### config.mk
export PLATFORM = sky130hd
export DESIGN_NAME = mem_copy_engine_flat
export DESIGN_NICKNAME = d
export VERILOG_FILES = /design/src/rtl/mem_copy_engine_if.sv /design/src/rtl/mem_copy_engine.sv /design/src/flat_wrapper.sv
export SDC_FILE = /design/constraint.sdc
export NUM_CORES = 1
export LEC_CHECK = 0
export ABC_CLOCK_PERIOD_IN_PS = 4090
export BUFFER_PORTS_ARGS = -buffer_cell sky130_fd_sc_hd__buf_2
export CAP_MARGIN = 5
export CELL_PAD_IN_SITES_DETAIL_PLACEMENT = 0
export CELL_PAD_IN_SITES_GLOBAL_PLACEMENT = 1
export CORE_UTILIZATION = 38
export DETAILED_ROUTE_END_ITERATION = 10
export PLACE_DENSITY_LB_ADDON = 0.15
export SLEW_MARGIN = 20
export SYNTH_ARGS = -nofsm -noshare
export SYNTH_HDL_FRONTEND = slang
export SYNTH_SLANG_ARGS = --single-unit
### constraint.sdc
create_clock -name Clk -period 4.09 [get_ports Clk]
set_clock_uncertainty 0.1 [all_clocks]
set_input_delay 0.409 -clock Clk [delete_from_list [all_inputs] [get_ports Clk]]
set_output_delay 0.409 -clock Clk [all_outputs]
set_load 0.02 [all_outputs]
### src/rtl/mem_copy_engine_if.sv
// Command and memory-bus signals of the copy/fill engine.
// The master modport is the command/memory side; the slave modport is the engine itself.
interface mem_copy_engine_if #(parameter int LW = 6);
    logic          Start;
    logic          Mode;
    logic [31:0]   Src;
    logic [31:0]   Dst;
    logic [LW-1:0] Len;
    logic [31:0]   FillVal;
    logic [31:0]   MemRdata;
    logic [31:0]   MemAddr;
    logic [31:0]   MemWdata;
    logic          MemWe;
    logic          Busy;
    logic          Done;

    modport master (
        output Start, Mode, Src, Dst, Len, FillVal, MemRdata,
        input  MemAddr, MemWdata, MemWe, Busy, Done
    );

    modport slave (
        input  Start, Mode, Src, Dst, Len, FillVal, MemRdata,
        output MemAddr, MemWdata, MemWe, Busy, Done
    );
endinterface

### src/rtl/mem_copy_engine.sv
// Small DMA engine: copies Len words Src->Dst (READ/WRITE pairs) or fills Len words at Dst.
// Memory outputs are decoded from state registers only, so there is no input-to-output path.
module mem_copy_engine #(
    parameter int LW = 6
) (
    input logic              Clk,
    input logic              Rst,
    mem_copy_engine_if.slave bus
);
    typedef enum logic [1:0] {IDLE, READ, WRITE, DONE} state_t;

    state_t        state;
    logic          mode;
    logic [31:0]   src;
    logic [31:0]   dst;
    logic [31:0]   fill;
    logic [31:0]   rbuf;
    logic [LW-1:0] len;
    logic [LW-1:0] idx;
    logic [LW:0]   idx_nx;
    logic          last;

    // One extra bit so the compare against len cannot alias on overflow.
    assign idx_nx = {1'b0, idx} + 1'b1;
    assign last   = (idx_nx == {1'b0, len});

    always_ff @(posedge Clk or posedge Rst) begin
        if (Rst) begin
            state <= IDLE;
            mode  <= 1'b0;
            src   <= '0;
            dst   <= '0;
            fill  <= '0;
            rbuf  <= '0;
            len   <= '0;
            idx   <= '0;
        end else begin
            case (state)
                IDLE: begin
                    if (bus.Start) begin
                        mode <= bus.Mode;
                        src  <= bus.Src;
                        dst  <= bus.Dst;
                        len  <= bus.Len;
                        fill <= bus.FillVal;
                        idx  <= '0;
                        if (bus.Len == '0)  state <= DONE;
                        else if (bus.Mode)  state <= WRITE;
                        else                state <= READ;
                    end
                end
                READ: begin
                    rbuf  <= bus.MemRdata;
                    state <= WRITE;
                end
                WRITE: begin
                    idx <= idx_nx[LW-1:0];
                    if (last)      state <= DONE;
                    else if (mode) state <= WRITE;
                    else           state <= READ;
                end
                DONE:    state <= IDLE;
                default: state <= IDLE;
            endcase
        end
    end

    assign bus.Busy = (state != IDLE);
    assign bus.Done = (state == DONE);

    always_comb begin
        bus.MemAddr  = '0;
        bus.MemWdata = '0;
        bus.MemWe    = 1'b0;
        case (state)
            READ: bus.MemAddr = src + 32'(idx);
            WRITE: begin
                bus.MemAddr  = dst + 32'(idx);
                bus.MemWdata = mode ? fill : rbuf;
                bus.MemWe    = 1'b1;
            end
            default: ;
        endcase
    end
endmodule

### src/flat_wrapper.sv
// flat-port wrapper written by rule: the top's interface ports become plain ports
module mem_copy_engine_flat 
#(
    parameter int LW = 6
)
  (Clk, Rst, bus_Start, bus_Mode, bus_Src, bus_Dst, bus_Len, bus_FillVal, bus_MemRdata, bus_MemAddr, bus_MemWdata, bus_MemWe, bus_Busy, bus_Done);
  mem_copy_engine_if #(.LW(LW)) bus_i ();
  input logic Clk;
  input logic Rst;
  input wire logic [$bits(bus_i.Start)-1:0] bus_Start;
  input wire logic [$bits(bus_i.Mode)-1:0] bus_Mode;
  input wire logic [$bits(bus_i.Src)-1:0] bus_Src;
  input wire logic [$bits(bus_i.Dst)-1:0] bus_Dst;
  input wire logic [$bits(bus_i.Len)-1:0] bus_Len;
  input wire logic [$bits(bus_i.FillVal)-1:0] bus_FillVal;
  input wire logic [$bits(bus_i.MemRdata)-1:0] bus_MemRdata;
  output wire logic [$bits(bus_i.MemAddr)-1:0] bus_MemAddr;
  output wire logic [$bits(bus_i.MemWdata)-1:0] bus_MemWdata;
  output wire logic [$bits(bus_i.MemWe)-1:0] bus_MemWe;
  output wire logic [$bits(bus_i.Busy)-1:0] bus_Busy;
  output wire logic [$bits(bus_i.Done)-1:0] bus_Done;
  assign bus_i.Start = bus_Start;
  assign bus_i.Mode = bus_Mode;
  assign bus_i.Src = bus_Src;
  assign bus_i.Dst = bus_Dst;
  assign bus_i.Len = bus_Len;
  assign bus_i.FillVal = bus_FillVal;
  assign bus_i.MemRdata = bus_MemRdata;
  assign bus_MemAddr = bus_i.MemAddr;
  assign bus_MemWdata = bus_i.MemWdata;
  assign bus_MemWe = bus_i.MemWe;
  assign bus_Busy = bus_i.Busy;
  assign bus_Done = bus_i.Done;
  mem_copy_engine #(.LW(LW)) u_core (.Clk(Clk), .Rst(Rst), .bus(bus_i));
endmodule
Word level (Yosys, flattened, before mapping)
Index checks and enable logic that the tools add are counted.
Widths: inputs -> output; s select.
{"block": "op_classes", "add_sub_neg": 3, "eq_ne": 5, "n_mux": 12, "n_reduce_logical": 6}
{"cell": "$add 32x6->32", "count": 2}
{"cell": "$mux 32", "count": 2}
{"cell": "$pmux 32 s2", "count": 1}
{"cell": "$pmux 6 s2", "count": 1}
{"cell": "$mux 2", "count": 5}
{"cell": "$pmux 2 s4", "count": 1}
{"cell": "$add 6x1->7 const B", "count": 1}
{"cell": "$eq 7x6->1", "count": 1}
{"cell": "$logic_not 6->1", "count": 1}
{"cell": "$mux 6", "count": 1}
{"cell": "$eq 2x2->1 const B", "count": 2}
{"cell": "$reduce_and 2->1", "count": 2}
{"cell": "$reduce_bool 2->1", "count": 2}
{"cell": "$eq 2x1->1 const B", "count": 1}
{"cell": "$logic_not 2->1", "count": 1}
{"cell": "$ne 2x2->1 const B", "count": 1}
{"cell": "$mux 1", "count": 1}
{"block": "totals", "ff_bits": 143}

Longest topological paths before layout
Gate-level depths: netlist of run 1.
{"block": "depth", "ltp_word": 4, "mapped_depth": 15, "mapped_depth_nobuf": 10}

Worst setup path before layout of run 1
No wires, ideal clock.
{"block": "synth_path", "kind": "register to output", "startpoint": "reg u_core.state[0]", "endpoint": "out bus_MemAddr[31]", "t_arrival_ns": 4.038, "setup_slack_ns": -0.457, "stages_incl_launch_ff": 14, "path_buffers": 4, "cell_sequence": "dfrtp_1 > inv_1 > ha_1 > buf_2 > buf_2 > buf_2 > buf_1 > mux2_2 > ha_1 > o211ai_1 > o211ai_1 > nand4_1 > o31a_1 > nor3_1"}
{"block": "synth_between", "elab_chain_len": 2}
{"item": "start, declared", "line_no": "mem_copy_engine.sv:12", "rtl": "state_t state;"}
{"item": "start signal, assigned", "line_no": "mem_copy_engine.sv:29", "rtl": "state <= IDLE;"}
{"item": "start signal, assigned", "line_no": "mem_copy_engine.sv:47", "rtl": "if (bus.Len == '0) state <= DONE;"}
{"item": "start signal, assigned", "line_no": "mem_copy_engine.sv:48", "rtl": "else if (bus.Mode) state <= WRITE;"}
{"item": "$eq 2x2->1 / $eq 2x1->1 (equally long branches)", "line_no": "mem_copy_engine.sv:75", "rtl": "case (state)"}
{"item": "$pmux 32 s2 *", "line_no": "mem_copy_engine.sv:75"}
{"item": "end, declared", "line_no": "flat_wrapper.sv:17", "rtl": "output wire logic [$bits(bus_i.MemAddr)-1:0] bus_MemAddr;"}
Mark *: on every way between the ends. The rest lies on a longest branch, timed or not.

Final worst setup path of run 1
{"block": "layout_path", "startpoint": "reg u_core.state[0]", "endpoint": "out bus_MemAddr[29]"}
The elaborated chain is that of the path after synthesis.

==> metrics.txt, run 1 <==
maximum number of pins on one net before global-route repair=approximately 120; number of nets produced by synthesis=around 800; top_reg_cell synth=sky130_fd_sc_hd__dfrtp_1; Area after DPL=between 9000 and 10000 sq um; count of H-tree levels built during CTS=4; Post-Route Hold Slack=approximately 0.11 ns; sum of net half-perimeters after detailed placement=13300 um; final core area utilization=a little under 50%; final RePlAce weighted congestion=~0.85; first-pass GRT wire length=between 30000 and 40000 um; switching portion of total power=41.0%; total clock buffers created by CTS=17; clock slew at the register clock pins of the worst setup and hold paths=about 0.070 ns; leading cell types by total area after synthesis=sky130_fd_sc_hd__dfrtp_1 (47%), sky130_fd_sc_hd__mux2_2 (22%), sky130_fd_sc_hd__mux2i_1 (5.9%), sky130_fd_sc_hd__nor2b_1 (2.9%), sky130_fd_sc_hd__ha_1 (2.0%); # setup viols final=0; Max Slew Vio Count=0; Overall Global Routing Usage=between 10% and 20%; beginning of the critical path=u_core.state[0]; I/O pin total=between 200 and 250; count of cell types in the netlist=between 50 and 60; Pwr Total=between 8 and 9 mW; DR vias=a little under 6k; number of global-route vias before repair=6084; type of element launching the critical path=register; number of detailed-route iterations in the first pass=4; final std cell area, no fill=just under 10000 sq um; initial antenna violation count=3; part of the power in combinational logic=49.9%; number of cells produced by synthesis=651; part of the power in the clock network=about 18%; synthesized area per cell=~12 sq um; average via count per standard cell=approximately 5; number of nets in the layout=1012; internal power=~4.9 mW; portion of the clock cycle consumed by the worst path in the final layout=a little over nine tenths; clk sink count=roughly 140; wire length per cell after detailed routing=between 15 and 20 um; path category of the worst min-delay check=input pin to register; PD cells=around 860 nW/um^2; Initial DRC Count=roughly 330; Highest Clock Rate=0.253 GHz; total wire length after detailed routing=between 15000 and 20000 um; Area Growth Syn to Fin=27.3%; clock latency on the worst-skew pair=approximately 0.42 ns; number of nets with antenna violations after detailed routing=0; worst-margin pin slew=about 1.1 ns; data arrival time of the critical path=~3.5 ns; number of synthesis warnings=0; reg-to-reg slack, setup=1.47 ns; netlist area before placement=7650 sq um; Chip Height=between 100 and 150 um; Post-route DRC=0; launch point of the worst reg-to-reg path=u_core.state[1]; share of post-route cells with drive strength above 1=between 40% and 50%; Setup CP Type=register to output pin; Max VDD drop=about 0.35 mV; post-synth top area share=between 40% and 50%; leakage power of the design=roughly 4.4 nW; Worst slew margin=26.3%; CP endpoint kind=output pin; source of the worst hold timing path=bus_FillVal[9]; TritonCTS clock tree=built; status=finished clean; Total Die Area=about 21000 sq um; row count=51; post-synthesis cell type with the largest combined area=sky130_fd_sc_hd__dfrtp_1; number of buffers added on ports=roughly 200; worst-case clock buffer depth=2; power dissipated by switching net loads=between 3 and 4 mW; sequential group share of total power=approximately a third; shortest clock period the worst path allows after layout=between 3 and 4 ns; total of flip-flops plus latches after synthesis=around 140; count of final hold-check violations=0; initial core utilization=39.1%; largest fanout on the critical path=7; Async S/R FF share, synth=100%; remaining global-route overflow=0; core region area=just under 20000 sq um; count of maximum capacitance violations=0; Seq/Total Area, Yosys=~47%; required time at the endpoint of the critical path=3.58 ns; clock root buffer=sky130_fd_sc_hd__clkbuf_16; width of the chip=144 um; Post-synth EDFFs=0
state kept, by name (all words and copies together) (netlist names):
name,flops
u_core.state,2
u_core.rbuf,32
u_core.src,32
u_core.idx,6
u_core.mode,1
u_core.fill,32
u_core.len,6
u_core.dst,32
path summary, 6_finish.rpt:
path / end / depth (start not counted)
max: bus_MemAddr[29] / 12
min: u_core.fill[9] / 2
max reg2reg: u_core.src[20] / 5
min reg2reg: u_core.src[30] / 1
max in group asynchronous: u_core.mode / 4
min in group asynchronous: u_core.rbuf[20] / 3
power by group through the flow:
stage | Clock (mW) | Sequential (mW) | Combinational (mW)
detailed placement | 0 | 2.73 | 4.06
CTS | 1.53 | 2.71 | 4.12
finish | 1.48 | 2.70 | 4.16
global placement | 0 | 2.69 | 3.98
floorplan | 0 | 2.47 | 3.16
global route | 1.58 | 2.81 | 4.53
area by class of cell:
cell class / instances / area [sq um]
fillers: 1861 / 9850
repair buffers: 228 / 1250
multi-input cells: 460 / 3970
clock inverters: 14 / 120
inverters: 11 / 45.0
diodes: 1 / 2.50
clock buffers: 18 / 439
well taps: 265 / 332
flip-flops and latches: 143 / 3580
routing by layer:
| metal | part of all wire (%) | track usage [%] |
|---|---|---|
| met4 | 1.7 | 7.17 |
| met3 | 7.7 | 7.00 |
| met2 | 48 | 31.8 |
| met5 | 0.19 | 0 |
| met1 | 42 | 22.9 |
cells by family (layout without fill, tap and decap cells):
| group | after synthesis | count (layout) | share of synthesized area, % |
|---|---|---|---|
| compound gates | 67 | 68 | 6.15 |
| xor+xnor | 22 | 22 | 2.52 |
| fa+ha+maj | 13 | 13 | 2.22 |
| buf+inv | 49 | 271 | 2.58 |
| flops | 143 | 143 | 46.8 |
| mux | 192 | 192 | 27.5 |
| other cells | 0 | 1 | 0 |
| simple gates | 165 | 165 | 12.2 |
Yosys cell counts (all sizes together) (7+ instances only):
cell type	n
nor3	15
o21ai	13
xnor2	15
xor2	7
dfrtp	143
mux2	147
nand3	22
a21oi	10
buf	12
nand2	19
nor2	24
clkbuf	26
nor3b	7
a31oi	7
mux2i	45
ha	12
nand3b	7
nand4	14
inv	11
nor2b	35
worst max-delay path: stages (launching register included):
cell,delay [ns]
sky130_fd_sc_hd__dfrtp_1,0.40
sky130_fd_sc_hd__inv_1,0.15
sky130_fd_sc_hd__ha_4,0.23
sky130_fd_sc_hd__buf_12,0.13
sky130_fd_sc_hd__mux2_2,0.34
sky130_fd_sc_hd__ha_1,0.32
sky130_fd_sc_hd__nor2_1,0.12
sky130_fd_sc_hd__a211oi_4,0.38
sky130_fd_sc_hd__nand4_1,0.15
sky130_fd_sc_hd__buf_4,0.20
sky130_fd_sc_hd__o31a_1,0.27
sky130_fd_sc_hd__nor3_4,0.15
sky130_fd_sc_hd__buf_2,0.18
layout by cell type (no fill, tap or decap), types with 4 or more instances in the layout:
cell type | netlist | final
sky130_fd_sc_hd__a21o_1 | 4 | 4
sky130_fd_sc_hd__a21oi_1 | 10 | 9
sky130_fd_sc_hd__a22o_1 | 4 | 4
sky130_fd_sc_hd__a31oi_1 | 7 | 7
sky130_fd_sc_hd__a32o_1 | 4 | 4
sky130_fd_sc_hd__and2_1 | 4 | 4
sky130_fd_sc_hd__and3_1 | 4 | 4
sky130_fd_sc_hd__buf_2 | 5 | 203
sky130_fd_sc_hd__buf_4 | 0 | 21
sky130_fd_sc_hd__clkbuf_16 | 0 | 17
sky130_fd_sc_hd__dfrtp_1 | 143 | 142
sky130_fd_sc_hd__ha_1 | 12 | 11
sky130_fd_sc_hd__inv_1 | 11 | 10
sky130_fd_sc_hd__inv_6 | 0 | 5
sky130_fd_sc_hd__mux2_2 | 147 | 147
sky130_fd_sc_hd__mux2i_1 | 45 | 45
sky130_fd_sc_hd__nand2_1 | 19 | 18
sky130_fd_sc_hd__nand3_1 | 22 | 21
sky130_fd_sc_hd__nand3b_1 | 6 | 6
sky130_fd_sc_hd__nand4_1 | 14 | 14
sky130_fd_sc_hd__nor2_1 | 24 | 24
sky130_fd_sc_hd__nor2b_1 | 35 | 35
sky130_fd_sc_hd__nor3_1 | 15 | 10
sky130_fd_sc_hd__nor3_2 | 0 | 4
sky130_fd_sc_hd__nor3b_2 | 3 | 4
sky130_fd_sc_hd__nor4_1 | 4 | 4
sky130_fd_sc_hd__o211ai_1 | 4 | 4
sky130_fd_sc_hd__o21ai_0 | 9 | 9
sky130_fd_sc_hd__o21ai_1 | 4 | 4
sky130_fd_sc_hd__xnor2_1 | 15 | 15
sky130_fd_sc_hd__xor2_1 | 7 | 7
timing repair:
action,in CTS,in global routing
endpoints found under the hold margin,26,0
pin swaps,3,5
resized for setup,1,6
hold buffers,1,0
setup buffers,7,6
cloned,0,1
setup endpoints to repair,9,19
metrics by stage:
stage | setup TNS (ns) | cells | setup slack (ns)
after CTS | 0 | 1132 | 0.0000280
after global placement | 0 | 1092 | 0.455
after floorplan | 0 | 651 | 0.0283
after global routing | -0.0190 | 1139 | -0.0190
after detailed placement | 0 | 1092 | 0.323
final | 0 | 1140 | 0.131
Power figures use the tool's default switching activity.
==> run 2, diff against run 1 <==
ABC_AREA = 1   (was default)
ABC_CLOCK_PERIOD_IN_PS = 4310   (was 4090)
CORE_MARGIN = 2   (was default)
clock period = 4.31 ns   (was 4.09 ns; I/O delays follow)
==> metrics.txt, run 2 <==
final RePlAce weighted congestion=0.832 (was 0.846); Overall Global Routing Usage=21.5% (was 19.3%); leading cell types by total area after synthesis=sky130_fd_sc_hd__dfrtp_1 (45%), sky130_fd_sc_hd__nand2_1 (23%), sky130_fd_sc_hd__nor2_1 (6.1%), sky130_fd_sc_hd__o21ai_0 (4.9%), sky130_fd_sc_hd__inv_1 (4.0%) (was sky130_fd_sc_hd__dfrtp_1 (47%), sky130_fd_sc_hd__mux2_2 (22%), sky130_fd_sc_hd__mux2i_1 (5.9%), sky130_fd_sc_hd__nor2b_1 (2.9%), sky130_fd_sc_hd__ha_1 (2.0%)); clock slew at the register clock pins of the worst setup and hold paths=0.06 ns (was 0.07 ns); count of H-tree levels built during CTS=4 (unchanged); number of nets in the layout=1461 (was 1012); count of maximum capacitance violations=0 (unchanged); Area Growth Syn to Fin=23.3% (was 27.3%); total clock buffers created by CTS=17 (unchanged); remaining global-route overflow=0 (unchanged); core region area=20400 sq um (was 19600 sq um); row count=52 (was 51); Post-synth EDFFs=0 (unchanged); largest fanout on the critical path=29 (was 7); initial core utilization=38.9% (was 39.1%); width of the chip=148 um (was 144 um); fill count=2126 (was 1861); final std cell area, no fill=9770 sq um (was 9740 sq um); number of nets produced by synthesis=1275 (was 802); first-pass GRT wire length=37200 um (was 30500 um); most frequent cell after synthesis=sky130_fd_sc_hd__nand2_1 (was sky130_fd_sc_hd__mux2_2); PD cells=764 nW/um^2 (was 856 nW/um^2); share of post-route cells with drive strength above 1=23.1% (was 49.1%); CP endpoint kind=output pin (unchanged); I/O pin total=205 (unchanged); TritonCTS clock tree=built (unchanged); DR vias=7409 (was 5863); portion of the clock cycle consumed by the worst path in the final layout=90.7%; type of element launching the critical path=register (unchanged); launch point of the worst reg-to-reg path=u_core.state[1] (unchanged); CTS Hold Bufs=0 (was 1); shortest clock period the worst path allows after layout=3.91 ns; clk sink count=143 (unchanged); Setup CP Type=register to output pin (unchanged); total of flip-flops plus latches after synthesis=143 (unchanged); netlist area before placement=7920 sq um (was 7650 sq um); Pwr Total=7.47 mW (was 8.34 mW); average via count per standard cell=4.65 (was 5.14); clock root buffer=sky130_fd_sc_hd__clkbuf_16 (unchanged); initial antenna violation count=7 (was 3); Max VDD drop=0.306 mV (was 0.349 mV); status=finished, violations left (was finished clean); Async S/R FF share, synth=100% (unchanged); maximum number of pins on one net before global-route repair=78 (was 118); # setup viols final=0 (unchanged); Post-route DRC=0 (unchanged); area occupied by multi-input gates=3770 sq um (was 3970 sq um); count of final hold-check violations=3 (was 0); Worst slew margin=31.1% (was 26.3%); synthesized area per cell=7.05 sq um (was 11.8 sq um); sum of negative setup slack=0 ns (unchanged); Total Die Area=22000 sq um (was 20700 sq um); Chip Height=148 um (was 144 um); unrepaired setup endpoints after global routing=no; clock latency on the worst-skew pair=0.42 ns (about the same); number of global-route vias before repair=7176 (was 6084); number of detailed-route iterations in the first pass=5 (was 4); worst-case clock buffer depth=2 (unchanged); wire length per cell after detailed routing=14.3 um (was 17.2 um); number of buffers added on ports=204 (unchanged); path category of the worst min-delay check=input pin to async pin (was input pin to register); post-synthesis cell type with the largest combined area=sky130_fd_sc_hd__dfrtp_1 (unchanged); total wire length after detailed routing=22700 um (was 19700 um); commonest cells after routing, fill and taps aside=sky130_fd_sc_hd__nand2_1 (491), sky130_fd_sc_hd__buf_2 (204), sky130_fd_sc_hd__dfrtp_1 (143) (was sky130_fd_sc_hd__buf_2 (203), sky130_fd_sc_hd__mux2_2 (147), sky130_fd_sc_hd__dfrtp_1 (142)); data arrival time of the critical path=3.38 ns (was 3.45 ns); Highest Clock Rate=~0.26 GHz; Seq/Total Area, Yosys=45.2% (was 46.8%); top_reg_cell synth=sky130_fd_sc_hd__dfrtp_1 (unchanged); number of synthesis warnings=0 (unchanged); Post-Route Hold Slack=-0.00750 ns (was 0.109 ns); count of cell types in the netlist=38 (was 53); number of cells on the worst reg-to-reg path=7 (was 5); required time at the endpoint of the critical path=3.78 ns (was 3.58 ns); reg-to-reg slack, setup=1.56 ns (was 1.47 ns); leakage power of the design=5.36 nW (was 4.44 nW); Max Slew Vio Count=0 (unchanged); sum of net half-perimeters after detailed placement=16700 um (was 13300 um); Worst R2R End=u_core.state[1] (was u_core.src[20]); worst-margin pin slew=1.03 ns (was 1.11 ns); Area after DPL=9170 sq um (was 9010 sq um); most common library cell in the layout ignoring fill and taps=sky130_fd_sc_hd__nand2_1 (was sky130_fd_sc_hd__buf_2); post-synth top area share=45.2% (was 46.8%); top post-synthesis cells by count=sky130_fd_sc_hd__nand2_1 (492), sky130_fd_sc_hd__dfrtp_1 (143), sky130_fd_sc_hd__nor2_1 (128), sky130_fd_sc_hd__inv_1 (85), sky130_fd_sc_hd__o21ai_0 (77) (was sky130_fd_sc_hd__mux2_2 (147), sky130_fd_sc_hd__dfrtp_1 (143), sky130_fd_sc_hd__mux2i_1 (45), sky130_fd_sc_hd__nor2b_1 (35), sky130_fd_sc_hd__clkbuf_1 (26)); number of cells produced by synthesis=1124 (was 651); violations in the final reports=negative hold slack; sequential cell area=3580 sq um (about the same); number of nets with antenna violations after detailed routing=0 (unchanged); Initial DRC Count=306 (was 329)
## run 2: cell families after synthesis
family	synth area share, %
xor gates and xnor gates	0.885
muxes	0.126
DFF	45.2
and+or+nand+nor	35.6
AOI/OAI and AO/OA	8.58
buffers and inverters	7.46
adders and majority gates	2.15
## run 2: final cells by class
cell class                 count  share of cell area, %
antenna                        2                 0.0512
clock buffer                  19                   4.53
clock inverter                13                   1.55
inverter                      93                   3.64
multi-input combinational    840                   38.6
sequential                   143                   36.6
tap                          270                   3.46
timing repair buffer         215                   11.6
## run 2: what timing repair did
action / 4_1_cts / 5_1_grt
gates resized for setup: 0 / 1
setup endpoints to repair: 0 / 1
setup buffers: 0 / 0
## run 2: per-layer routing
metal / share of wire, % / up-vias / track usage [%] / wire length (um)
li1: - / 3845 / - / -
met1: 47 / 3355 / 29.4 / 10600
met2: 47 / 175 / 34.8 / 10600
met3: 5.2 / 24 / 4.94 / 1190
met4: 1.0 / 10 / 5.48 / 234
met5: 0.29 / - / 0 / 67
## run 2: worst max-delay path: stages (launching register included)
cell	delay, ns
sky130_fd_sc_hd__dfrtp_1	0.41
sky130_fd_sc_hd__inv_1	0.13
sky130_fd_sc_hd__ha_4	0.27
sky130_fd_sc_hd__buf_4	0.41
sky130_fd_sc_hd__nand2_1	0.09
sky130_fd_sc_hd__nand2_1	0.10
sky130_fd_sc_hd__ha_1	0.26
sky130_fd_sc_hd__a21oi_1	0.19
sky130_fd_sc_hd__inv_1	0.06
sky130_fd_sc_hd__nand2_1	0.05
sky130_fd_sc_hd__nand3_1	0.20
sky130_fd_sc_hd__nand2_2	0.25
sky130_fd_sc_hd__inv_1	0.08
sky130_fd_sc_hd__nand2_1	0.08
sky130_fd_sc_hd__xor2_1	0.14
sky130_fd_sc_hd__nor2_1	0.05
sky130_fd_sc_hd__buf_2	0.18
## run 2: worst max-delay path by stage
| stage | from | depth (start not counted) | end |
|---|---|---|---|
| 2_1_floorplan | u_core.state[0] | 17 | bus_MemAddr[9] |
| 3_3_place_gp | u_core.state[0] | 16 | bus_MemAddr[23] |
| 3_5_place_dp | u_core.state[0] | 16 | bus_MemAddr[16] |
| 4_1_cts | u_core.state[0] | 16 | bus_MemAddr[16] |
| 5_1_grt | u_core.state[0] | 15 | bus_MemAddr[10] |
| 6_report | u_core.state[0] | 16 | bus_MemAddr[16] |
## run 2: metrics by stage
stage	cells	worst slack, ns	utilization (%)
after floorplan	1124	0.650	-
after global placement	1561	0.866	45.0
after detailed placement	1561	0.808	45.0
after CTS	1593	0.356	47.9
after global routing	1593	0.0441	47.9
final	1595	0.401	48.0
## run 2: where the power goes
group | leakage [nW] | internal [mW] | switching [mW] | total, mW
clock | 0.289 | 0.879 | 0.602 | 1.48
sequential | 1.78 | 1.97 | 0.319 | 2.29
combinational | 3.29 | 1.15 | 2.55 | 3.69
total | 5.36 | 4.00 | 3.47 | 7.47
==> run 3, diff against run 2 <==
ABC_CLOCK_PERIOD_IN_PS = 3600   (was 4310)
CAP_MARGIN = 30   (was 5)
clock period = 3.6 ns   (was 4.31 ns; I/O delays follow)
==> metrics.txt, run 3 (synthesized netlist as in run 2, its figures left out) <==
status=finished clean (was finished, violations left); Chip Height=148 um (unchanged); first-pass GRT wire length=37600 um (was 37200 um); critical path, cell by cell=inv_1, ha_4, buf_4, nand2_1, nand2_1, ha_1, fa_1, nand2_1, nand3_4, nand2_4, inv_1, nand2_1, xor2_1, nor2_1, buf_2 (was inv_1, ha_4, buf_4, nand2_1, nand2_1, ha_1, a21oi_1, inv_1, nand2_1, nand3_1, nand2_2, inv_1, nand2_1, xor2_1, nor2_1, buf_2); number of detailed-route iterations in the first pass=6 (was 5); Cells after DPL=1564 (was 1561); core region area=20400 sq um (unchanged); TritonCTS clock tree=built (unchanged); Total Die Area=22000 sq um (unchanged); worst-case clock buffer depth=2 (unchanged); PD cells=920 nW/um^2 (was 764 nW/um^2); type of element launching the critical path=register (unchanged); total clock buffers created by CTS=17 (unchanged); required time at the endpoint of the critical path=3.14 ns (was 3.78 ns); number of global-route vias before repair=7346 (was 7176); clk sink count=143 (unchanged); average via count per standard cell=4.64 (was 4.65); Pwr Total=9.09 mW (was 7.47 mW); width of the chip=148 um (unchanged); most frequent CP cell=sky130_fd_sc_hd__nand2_1 (unchanged); leakage power of the design=5.42 nW (was 5.36 nW); sum of negative setup slack=0 ns (unchanged); Worst slew margin=44.6% (was 31.1%); clock latency on the worst-skew pair=0.42 ns (about the same); portion of the clock cycle consumed by the worst path in the final layout=about 94%; Area Growth Syn to Fin=24.7% (was 23.3%); commonest cells after routing, fill and taps aside=sky130_fd_sc_hd__nand2_1 (491), sky130_fd_sc_hd__buf_2 (204), sky130_fd_sc_hd__dfrtp_1 (143) (unchanged); Max VDD drop=0.352 mV (was 0.306 mV); # setup viols final=0 (unchanged); Setup CP Type=register to output pin (unchanged); final RePlAce weighted congestion=0.879 (was 0.832); largest fanout on the critical path=6 (was 29); clock slew at the register clock pins of the worst setup and hold paths=0.07 ns (was 0.06 ns); Final Non-Filler Cells=1601 (was 1595); final std cell area, no fill=9870 sq um (was 9770 sq um); I/O pin total=205 (unchanged); clock root buffer=sky130_fd_sc_hd__clkbuf_16 (unchanged); count of H-tree levels built during CTS=4 (unchanged); total wire length after detailed routing=23100 um (was 22700 um); count of final hold-check violations=0 (was 3); Post-route DRC=0 (unchanged); wire length per cell after detailed routing=14.4 um (was 14.3 um); number of nets with antenna violations after detailed routing=0 (unchanged); Initial DRC Count=412 (was 306); worst-margin pin slew=0.825 ns (was 1.03 ns); fill count=2129 (was 2126); Area after DPL=9200 sq um (was 9170 sq um); number of nets in the layout=1467 (was 1461); DR vias=7424 (was 7409); share of post-route cells with drive strength above 1=23.8% (was 23.1%); CP max stage cell=sky130_fd_sc_hd__fa_1 (was sky130_fd_sc_hd__dfrtp_1); path category of the worst min-delay check=input pin to register (was input pin to async pin); unrepaired setup endpoints after global routing=no (unchanged); number of buffers added on ports=204 (unchanged); Highest Clock Rate=roughly 0.3 GHz; initial core utilization=38.9% (unchanged); CP endpoint kind=output pin (unchanged); Post-Route Hold Slack=0.0229 ns (was -0.00750 ns); count of maximum capacitance violations=0 (unchanged); data arrival time of the critical path=2.93 ns (was 3.38 ns); sum of net half-perimeters after detailed placement=16500 um (was 16700 um); most common library cell in the layout ignoring fill and taps=sky130_fd_sc_hd__nand2_1 (unchanged); Max Slew Vio Count=0 (unchanged); remaining global-route overflow=0 (unchanged); CTS Hold Bufs=0 (unchanged); max incr delay on CP=0.43 ns (was 0.41 ns); maximum number of pins on one net before global-route repair=144 (was 78); initial antenna violation count=7 (unchanged); row count=52 (unchanged); shortest clock period the worst path allows after layout=around 3.4 ns; Overall Global Routing Usage=21.7% (was 21.5%)
## run 3: changes by cell type in the layout (fill, tap and decap cells not counted), moves of 2 or more
cell	previous run	this run
sky130_fd_sc_hd__buf_4	9	13
sky130_fd_sc_hd__inv_8	0	3
sky130_fd_sc_hd__nor2_1	127	125
sky130_fd_sc_hd__clkinv_4	4	2
## run 3: power breakdown
group          internal, mW  leakage, nW  total [mW]  switching, mW
Sequential             2.36         1.78        2.75          0.387
Clock                  1.05        0.294        1.82          0.774
Combinational          1.43         3.35        4.52           3.09
Total                  4.84         5.42        9.09           4.25
## run 3: worst paths after layout
kind | cells past startpoint | startpoint | slack, ns | endpoint
setup / recovery | 15 | u_core.state[0] | 0.21 | bus_MemAddr[16]
hold / removal | 3 | bus_FillVal[13] | 0.02 | u_core.fill[13]
setup reg to reg | 6 | u_core.state[0] | 1.32 | u_core.src[30]
hold reg to reg | 2 | u_core.rbuf[14] | 0.36 | u_core.rbuf[14]
max in group asynchronous | 3 | Rst | 2.76 | u_core.dst[31]
min in group asynchronous | 3 | Rst | 0.03 | u_core.fill[26]
## run 3: layer usage
layer | GRT usage [%] | part of all wire, %
met5 | 0 | 0.23
met4 | 4.52 | 0.86
met3 | 5.15 | 5.2
met2 | 36.0 | 47
met1 | 29.1 | 46
## run 3: layout make-up
cell class	count	area [sq um]	share of cell area, %
antenna	2	5.00	0.0507
clock buffer	18	429	4.35
clock inverter	14	175	1.77
inverter	93	358	3.62
multi-input combinational	840	3800	38.5
sequential	143	3580	36.2
tap	270	338	3.42
timing repair buffer	221	1190	12.1
## run 3: metrics by stage
| step | worst slack (ns) | util [%] |
|---|---|---|
| floorplan | 0.0109 | - |
| global placement | 0.248 | 45.2 |
| detailed placement | 0.178 | 45.2 |
| CTS | 0.0951 | 48.4 |
| global route | 0.0148 | 48.5 |
| finish | 0.210 | 48.5 |
## run 3: repair_timing
item | CTS | global route
buffers inserted | 3 | 0
pin swaps | 0 | 1
endpoints found under the setup margin | 19 | 21
resized for setup | 4 | 8
## run 3: critical path: cells and delay by family (launching register included)
family	cells	cell delay (ns)
buffers and inverters	4	0.49
AND/OR/NAND/NOR	7	0.66
flip-flops	1	0.39
adder cells (fa/ha/maj)	3	0.82
XOR/XNOR	1	0.14
